`src/rtl/alu_share_arbiter.sv`:
```
// Purpose : round-robin share of one combinational ALU between two requesters,
//           with a single registered result slot and per-requester grant counters.
// Latency : request accepted in cycle T, result on rsp_* in cycle T+1.
// Backpressure: a full slot with rsp_ready low blocks all grants; both readys stay low.
//
// Ports:
//   clk, reset            - rising-edge clock, synchronous active-high reset
//   r0_* / r1_*           - requester valid/ready handshake plus ALU operands
//   alu_a/b/fun/sign      - drive to the shared ALU (zero when nothing granted)
//   alu_z                 - combinational ALU result
//   rsp_valid/id/z/ready  - registered result slot and its consumer handshake
//   grant_cnt0/1          - saturating per-requester grant counters
module alu_share_arbiter #(
    parameter int WIDTH = 32,
    parameter int FUN_W = 6,
    parameter int CNT_W = 16
) (
    input  logic             clk,
    input  logic             reset,

    input  logic             r0_valid,
    output logic             r0_ready,
    input  logic [WIDTH-1:0] r0_a,
    input  logic [WIDTH-1:0] r0_b,
    input  logic [FUN_W-1:0] r0_fun,
    input  logic             r0_sign,

    input  logic             r1_valid,
    output logic             r1_ready,
    input  logic [WIDTH-1:0] r1_a,
    input  logic [WIDTH-1:0] r1_b,
    input  logic [FUN_W-1:0] r1_fun,
    input  logic             r1_sign,

    output logic [WIDTH-1:0] alu_a,
    output logic [WIDTH-1:0] alu_b,
    output logic [FUN_W-1:0] alu_fun,
    output logic             alu_sign,
    input  logic [WIDTH-1:0] alu_z,

    output logic             rsp_valid,
    output logic             rsp_id,
    output logic [WIDTH-1:0] rsp_z,
    input  logic             rsp_ready,

    output logic [CNT_W-1:0] grant_cnt0,
    output logic [CNT_W-1:0] grant_cnt1
);

    logic last_grant;
    logic can_accept;
    logic gnt_vld;
    logic gnt_id;

    // The slot can take a new result if it is empty or being drained this cycle.
    assign can_accept = !rsp_valid || rsp_ready;

    // Reset suppresses the grant so no ready is seen during the reset cycle.
    always_comb begin
        gnt_vld = 1'b0;
        gnt_id  = 1'b0;
        if (!reset && can_accept) begin
            if (r0_valid && r1_valid) begin
                gnt_vld = 1'b1;
                gnt_id  = ~last_grant;
            end else if (r0_valid) begin
                gnt_vld = 1'b1;
                gnt_id  = 1'b0;
            end else if (r1_valid) begin
                gnt_vld = 1'b1;
                gnt_id  = 1'b1;
            end
        end
    end

    assign r0_ready = gnt_vld && !gnt_id;
    assign r1_ready = gnt_vld &&  gnt_id;

    // With no grant the ALU sees all zeros (an ADD of zeros), keeping its inputs quiet.
    always_comb begin
        alu_a    = '0;
        alu_b    = '0;
        alu_fun  = '0;
        alu_sign = 1'b0;
        if (r0_ready) begin
            alu_a    = r0_a;
            alu_b    = r0_b;
            alu_fun  = r0_fun;
            alu_sign = r0_sign;
        end else if (r1_ready) begin
            alu_a    = r1_a;
            alu_b    = r1_b;
            alu_fun  = r1_fun;
            alu_sign = r1_sign;
        end
    end

    always_ff @(posedge clk) begin
        if (reset) begin
            rsp_valid  <= 1'b0;
            rsp_id     <= 1'b0;
            rsp_z      <= '0;
            grant_cnt0 <= '0;
            grant_cnt1 <= '0;
            last_grant <= 1'b1;   // requester 0 wins the first tie
        end else if (gnt_vld) begin
            rsp_valid  <= 1'b1;
            rsp_id     <= gnt_id;
            rsp_z      <= alu_z;
            last_grant <= gnt_id;
            if (!gnt_id && (grant_cnt0 != {CNT_W{1'b1}}))
                grant_cnt0 <= grant_cnt0 + 1'b1;
            if (gnt_id && (grant_cnt1 != {CNT_W{1'b1}}))
                grant_cnt1 <= grant_cnt1 + 1'b1;
        end else if (rsp_valid && rsp_ready) begin
            // Drain with nothing to replace it; id and data keep their last values.
            rsp_valid <= 1'b0;
        end
    end

endmodule

```
`config.mk`:
```
export PLATFORM = sky130hd
export DESIGN_NAME = alu_share_arbiter
export DESIGN_NICKNAME = d
export VERILOG_FILES = /design/src/rtl/alu_share_arbiter.sv
export SDC_FILE = /design/constraint.sdc
export NUM_CORES = 1
export LEC_CHECK = 0
export BUFFER_PORTS_ARGS = -buffer_cell sky130_fd_sc_hd__buf_2
export CAP_MARGIN = 10
export CORE_AREA = 2 2 125 127
export CTS_CLUSTER_SIZE = 24
export DETAILED_ROUTE_END_ITERATION = 7
export DIE_AREA = 0 0 127 129
export GPL_ROUTABILITY_DRIVEN = 0
export MAX_ROUTING_LAYER = met4
export PLACE_DENSITY = 0.58
export REMOVE_ABC_BUFFERS = 1
export SLEW_MARGIN = 20
export SYNTH_ARGS = -nofsm -noshare
export SYNTH_HDL_FRONTEND = slang
export SYNTH_SLANG_ARGS = --single-unit
export TNS_END_PERCENT = 20
```
`constraint.sdc`:
```
create_clock -name clk -period 2.35 [get_ports clk]
set_input_delay 0.235 -clock clk [delete_from_list [all_inputs] [get_ports clk]]
set_output_delay 0.235 -clock clk [all_outputs]
set_load 0.01 [all_outputs]
```
**Yosys cells after proc, flatten, opt, wreduce, memory -nomap -nowiden**

Index checks and enable logic that the tools add are counted.

- $add $sub $neg: 2
- Eq/ne operators: 2
- Multiplexer cells: 17
- Bitwise gates (word level): 1
- Reduce and logical (&&, ||, !) cells: 14

Operator list:

| operator | count |
|---|---|
| $mux 32 | 4 |
| $add 16x1->16 const B | 2 |
| $ne 16x16->1 const B | 2 |
| $mux 6 | 2 |
| $mux 1 | 11 |
| $logic_and 1x1->1 | 7 |
| $reduce_and 2->1 | 2 |
| $logic_not 1->1 | 3 |
| $reduce_bool 2->1 | 1 |
| $logic_or 1x1->1 | 1 |
| $not 1->1 | 1 |

- Bits in registers: 67
- Output and inout bits: 139
- Word-level logic and storage cells: 42

**Logic depth before layout (Yosys ltp)**

Gate-level depths: netlist (run 1).

- Depth after elaboration: 7
- Gate-level depth with buffers: 6
- Gate-level depth less buffers: 5

**Least setup slack after synthesis (run 1)**

No wires, ideal clock.

- Path type: register to register
- From: register grant_cnt0[0]
- To: register grant_cnt0[12]
- Setup time: 121 ps
- Arrival: 1771 ps
- Setup slack: 458 ps
- Cell stages (with the launch flop): 7
- Clock period less this slack: 1892 ps
- Path through: dfxtp_1 -> ha_1 -> nand3_2 -> or2_0 -> clkbuf_2 -> nor4_1 -> mux2_2

- Word-level cells in the longest chain between the ends: 3
- Elaborated cells on any way between the ends: 4
- Classes of those cells: add/sub (1); eq/ne (1); reduce/logical (2)

Ends and longest elaborated chain:

| what | line | text |
|---|---|---|
| start: declaration | 46 | `output logic [CNT_W-1:0] grant_cnt0,` |
| start signal: assignment | 112 | `grant_cnt0 <= grant_cnt0 + 1'b1;` |
| parallel branches: the longest is 3 deep, another holds $add 16x1->16 | -- |  |

Parallel ways; which one is timed is not known.
A chain may end at the register's enable or synchronous reset.

**Worst setup path in the final report (run 1)**

- From: register rsp_valid
- To: output alu_b[19]

- Word-level cells in the longest chain between the ends: 7
- Elaborated cells on any way between the ends: 10
- Classes of those cells: mux (4); reduce/logical (6)

Ends and longest elaborated chain:

| what | line | text |
|---|---|---|
| start: declaration | 41 | `output logic rsp_valid,` |
| start signal: assignment | 100 | `rsp_valid <= 1'b0;` |
| start signal: assignment | 107 | `rsp_valid <= 1'b1;` |
| start signal: assignment | 117 | `rsp_valid <= 1'b0;` |
| $logic_not 1->1 (*) | 56 | `assign can_accept = !rsp_valid \|\| rsp_ready;` |
| $logic_or 1x1->1 (*) | 56 |  |
| $logic_and 1x1->1 (*) | 62 | `if (!reset && can_accept) begin` |
| $mux 1 | 62 |  |
| $logic_and 1x1->1 or $logic_not 1->1 (tied branches) | 77, 76 |  |
| $mux 32 or $logic_and 1x1->1 (tied branches) | 90, 76 |  |
| $mux 32 (*) | 85 | `if (r0_ready) begin` |
| end: declaration | 36 | `output logic [WIDTH-1:0] alu_b,` |

Every way passes the cells marked *; elsewhere a longest branch is shown, timed or not.

==> results of run 1 <==
-- worst min path at each step --
stage                                      end  cells past startpoint  startpoint
global route            rsp_z[19]$_SDFFE_PP0P_                      3   alu_z[19]
CTS                     rsp_z[31]$_SDFFE_PP0P_                      3   alu_z[31]
detailed placement      rsp_z[26]$_SDFFE_PP0P_                      3   alu_z[26]
floorplan           grant_cnt0[0]$_SDFFE_PP0P_                      1       reset
finish                  rsp_z[31]$_SDFFE_PP0P_                      3   alu_z[31]
global placement         rsp_z[0]$_SDFFE_PP0P_                      3    alu_z[0]
-- cells by family (layout without fill, tap and decap cells) --
kind of cell	Yosys count	in the layout	share of synthesized area
mux	12	12	0.03465
simple gates	177	177	0.2422
flops	67	67	0.3538
other cells	0	4	0
fa+ha+maj	2	2	0.006600
compound gates	151	151	0.3145
buf+inv	46	354	0.04818
-- state kept, by name, indices dropped and copies added, names as in the netlist --
register,flops
rsp_id,1
last_grant,1
rsp_z,32
grant_cnt0,16
grant_cnt1,16
rsp_valid,1
-- worst max-delay path, stage by stage, from the launching register on --
cell	delay, ps
dfxtp_1	310
nand2b_1	200
nand4_1	170
inv_2	240
buf_12	310
a22o_1	220
buf_2	140
-- per-stage QoR --
step	hold WS, ps	std cells
2_1_floorplan	304.1	419
3_3_place_gp	418.9	937
3_5_place_dp	420.0	937
4_1_cts	78.70	951
5_1_grt	95.40	954
6_report	88.27	955
-- per-layer routing --
layer | vias up | track usage
met2 | 215 | 0.3681
met1 | 2210 | 0.2689
li1 | 2366 | -
met3 | 22 | 0.03950
met4 | 0 | 0.06141
met5 | - | -
-- area by class of cell --
cell class	instances	area, sq um	area share
multi-input cells	342	2277	0.3856
clock inverters	3	40.04	0.006780
clock buffers	11	242.7	0.04110
inverters	10	37.54	0.006356
flip-flops and latches	67	1341	0.2271
well taps	188	235.2	0.03983
diodes	4	10.01	0.001695
repair buffers	330	1722	0.2915
-- power breakdown --
part / leakage, nW / switching, mW / internal [mW]
Combinational: 2.35 / 0.342 / 0.296
Clock: 0.141 / 0.484 / 0.835
Sequential: 0.548 / 0.0271 / 1.18
Total: 3.04 / 0.852 / 2.31
-- cells in the final DEF, fill, tap and decap left out, types with 11 or more instances in the layout --
| cell | count |
|---|---|
| nor4_1 | 12 |
| nand3_1 | 14 |
| buf_2 | 317 |
| dfxtp_1 | 67 |
| a21oi_1 | 16 |
| nor2_1 | 18 |
| nand2_1 | 75 |
| nand4_1 | 11 |
| o211ai_1 | 35 |
| a22o_1 | 71 |
-- cells in the mapped netlist, types with 2 or more instances --
cell,instances,share of area
inv_1,8,0.0079
a21oi_1,16,0.021
inv_2,2,0.0020
nand2b_1,4,0.0066
or3_1,2,0.0033
nor4_1,12,0.020
and3_1,3,0.0050
dfxtp_1,67,0.35
buf_1,8,0.0079
nand4_1,11,0.018
a31oi_1,2,0.0033
nor3_1,6,0.0079
nor2_1,19,0.019
o21ai_0,4,0.0053
nor2b_1,8,0.013
a22o_1,71,0.16
a311oi_1,2,0.0046
mux2i_1,3,0.0079
o31ai_1,6,0.012
ha_1,2,0.0066
or4_1,10,0.020
o41ai_1,6,0.014
nand3_1,14,0.018
buf_2,7,0.0092
mux2_2,9,0.027
clkbuf_1,20,0.020
o311ai_0,2,0.0046
o211ai_1,35,0.069
and4_1,3,0.0069
nand2_1,75,0.074
==> impl_metrics.ini, run 1 <==
[routing]
dr_wl_met2_um = 8722
finalWirelength_um = 18120
top_layer = met4
drc = 0
antenna_left = 0
route.met3.wl_um = 1201
drt_iter0_drc = 217
drt-met1-wl_um = 7888
routed_via_density = 5.040
num_vias = 4813
routedWlPerCell_um = 18.97
drt-pass1-iter-count = 4

[synthesis]
synth.distinct_cells = 48
syn_inst = 455
synth-async-reset-ratio = 0
yosys_register_bits = 67
synth_area_sq_mm = 0.003791
syn_area_per_cell_sq_um = 8.332
yosys_warnings = 0
synth_flop_cell = dfxtp_1
yosysSeqAreaShare = 0.3538
synth_edf_count = 0

[sta]
setup_violations = 0
tns_ps = 0
hold_viol_final = 0
max_slew_margin = 0.6714
skew_ps = 4.546
rsz0062_at_grt = no
layout_min_cycle_time_ps = 2170
fmax_mhz = 460.8
worst_slew_pin_slew_ps = 488.4
slew_viol_final = 0
timing.final.crit_share = 0.9235
postLayoutSetupSlackWorst_ps = 179.7

[clock_network]
clock_latency_ps = 330
cts_root_buf = clkbuf_16
numCtsBuffers = 9
cts_resized = 0
cts.sinks = 67
cts_hold_buffers = 0
path_clk_slew_ps = 50
htree_levels = 3
post_cts_buffers = 0
cts_tree = done
clockBufferDepth = 2

[critical_path]
rr_endpoint = grant_cnt1[12]$_SDFFE_PP0P_
critical_path_class = flip-flop to primary output
rr_worst_depth = 5
start_kind = flip-flop
ff2ff_setup_slack_ps = 330
worstSetupEndpointType = primary output
crit_required_ps = 2120
cp-startpoint = rsp_valid$_SDFFE_PP0P_
critPathCapture = alu_b[19]
arrival_ps = 1940
rr_startpoint = grant_cnt1[0]$_SDFFE_PP0P_
critPathMaxFanout = 64

[power]
cellLeakagePower_nw = 3.040
ir_drop_uv = 315.9
p_total_mw = 3.167
p_per_area_mw_per_mm2 = 536.3

[placement]
port_buffers = 317
placed_area_sq_mm = 0.005613
preCtsSetupSlack_ps = 367.0
dpl.hpwl_um = 14450

[grt]
grt_antenna_before_repair = 7
grt_pass1_vias = 4513
grt_usage = 0.2184
grt_start_max_net_pins = 65
gr-total-overflow = 0
grt_pass1_wl_um = 26520

[die]
die_area_sq_mm = 0.01638
die_w_um = 127
start_util = 0.2531
die_h_um = 129
num_rows = 45
ioPinCount = 318
core_sq_mm = 0.01498

[job]
drv_cap = 0

[layout]
stdcell_area_sq_mm = 0.005906
drive_gt1_frac = 0.4797
finish.utilization = 0.3943
num-fill-cells = 1599
area_growth_pct = 55.78
nNetsFinal = 941

[outcome]
status = complete, no violations

[worst_hold_path]
hold_class = input port to flip-flop
(Power assumes the default switching activity.)
==> run 2: changes to the inputs <==
- clock period: 2.35 -> 2 ns (I/O delays scaled with it)
==> impl_metrics.ini, run 2 (synthesis results as in run 1) <==
[outcome]
status = complete, no violations

[placement]
port_buffers = 317
dpl.hpwl_um = 14600
placed_area_sq_mm = 0.005751
place_inst = 957

[critical_path]
cpPeakStageDelay_ps = 330
critPathMaxFanout = 12
ff2ff_setup_slack_ps = 100
crit_required_ps = 1800
cp_slowest_cell = dfxtp_2
cp_cell_sequence = a21boi_2 -> nand3_2 -> inv_4 -> bufbuf_16 -> a22o_1 -> buf_2
rr_endpoint = grant_cnt0[14]$_SDFFE_PP0P_
critical_path_class = flip-flop to primary output
worstSetupEndpointType = primary output
rr_startpoint = grant_cnt0[0]$_SDFFE_PP0P_
start_kind = flip-flop
rr_worst_depth = 5
arrival_ps = 1740

[die]
die_w_um = 127
num_rows = 45
ioPinCount = 318
core_sq_mm = 0.01498
die_h_um = 129
die_area_sq_mm = 0.01638
start_util = 0.2531

[grt]
grt_pass1_vias = 4717
grt_antenna_before_repair = 6
grt_usage = 0.2279
grt_start_max_net_pins = 53
gr-total-overflow = 0
grt_pass1_wl_um = 27400

[sta]
hold_viol_final = 0
tns_ps = 0
fmax_mhz = 515.6
rsz0062_at_grt = yes
max_slew_margin = 0.6936
whs_ps = 42.15
timing.final.crit_share = 0.9697
layout_min_cycle_time_ps = 1939
skew_ps = 5.592
setup_violations = 0
slew_viol_final = 0
worst_slew_pin_slew_ps = 455.4

[layout]
regMostFlops = rsp_z
final_cell_mix = buf_2 (317), nand2_1 (75), a22o_1 (67)
final_cells = 983
nNetsFinal = 967
reg.largest.list = rsp_z (32), grant_cnt0 (16), grant_cnt1 (16)
stdcell_area_sq_mm = 0.006274
drive_gt1_frac = 0.5120
mostFrequentLayoutCell = buf_2
num-fill-cells = 1569
area_growth_pct = 65.48
largest_reg_flops = 32

[clock_network]
numCtsBuffers = 9
htree_levels = 3
cts.sinks = 67
cts_root_buf = clkbuf_16
clock_latency_ps = 340
clockBufferDepth = 2
cts_tree = done
cts_hold_buffers = 0
path_clk_slew_ps = 60

[power]
p_per_area_mw_per_mm2 = 641.1
ir_drop_uv = 426.9
cellLeakagePower_nw = 3.228

[routing]
finalWirelength_um = 18890
drc = 0
drt-pass1-iter-count = 4
routedWlPerCell_um = 19.21
num_vias = 5040
drt_iter0_drc = 320
antenna_left = 0
routed_via_density = 5.127

[worst_hold_path]
min_from = alu_z[30]
holdPathEnd = rsp_z[30]$_SDFFE_PP0P_
hold_path_depth = 3
hold_class = input port to flip-flop

[job]
drv_cap = 0
[run 2: cell types whose count changed in the layout (fill, tap and decap cells not counted), sizes merged]
cell      previous run  this run
clkbuf              11        12
clkinv               2         0
bufinv               1         2
buf                330       354
clkinvlp             0         2
inv                 10        11
bufbuf               0         1
[run 2: stage by stage]
stage | utilization | power [mW] | setup WS [ps]
2_1_floorplan | - | 1.755 | -844.7
3_3_place_gp | 0.3840 | 2.214 | 134.5
3_5_place_dp | 0.3840 | 2.216 | 103.6
4_1_cts | 0.4122 | 4.032 | -2.930
5_1_grt | 0.4189 | 4.192 | -22.79
6_report | 0.4189 | 4.022 | 60.69
[run 2: area by class of cell]
cell class,count,area [sq um],area share
clock buffer,11,252.7,0.04029
inverter,10,40.04,0.006382
sequential,67,1344,0.2142
timing repair buffer,356,1987,0.3167
multi-input combinational,342,2321,0.3700
tap,188,235.2,0.03750
clock inverter,5,83.83,0.01336
antenna,4,10.01,0.001596
[run 2: metal layers]
layer  global-route usage  part of all wire  vias to the layer above
met5                    -                 0                        -
met4              0.08209             0.028                        0
met3              0.05073             0.073                       44
met2               0.3824              0.49                      252
met1               0.2694              0.41                     2316
li1                     -                 -                     2428
[run 2: how the worst max path moves through the flow]
stage	startpoint	endpoint	slack, ps	depth (start not counted)
after CTS	last_grant$_SDFFE_PP1P_	alu_b[31]	-3	6
after floorplan	rsp_valid$_SDFFE_PP0P_	last_grant$_SDFFE_PP1P_	-840	3
after global placement	grant_cnt0[0]$_SDFFE_PP0P_	grant_cnt0[10]$_SDFFE_PP0P_	130	5
after global routing	last_grant$_SDFFE_PP1P_	alu_fun[5]	-20	6
after detailed placement	grant_cnt1[0]$_SDFFE_PP0P_	grant_cnt1[12]$_SDFFE_PP0P_	100	5
final	last_grant$_SDFFE_PP1P_	alu_fun[5]	60	6
[run 2: worst max-delay path, delay by kind of cell (launching register included)]
family	cells	cell delay [ps]
AOI/OAI and AO/OA	2	340
and+or+nand+nor	1	130
buffers and inverters	3	580
DFF	1	330
[run 2: power breakdown]
part / leakage [nW] / switching, mW / internal [mW]
clock: 0.158 / 0.622 / 1.16
combinational: 2.52 / 0.425 / 0.388
sequential: 0.548 / 0.0318 / 1.39
[run 2: what timing repair did]
action / in CTS / in global routing
setup endpoints to repair: 51 / 70
setup buffers: 1 / 1
gates resized for setup: 4 / 12
pin swaps: 1 / 1
gates cloned: 2 / 2
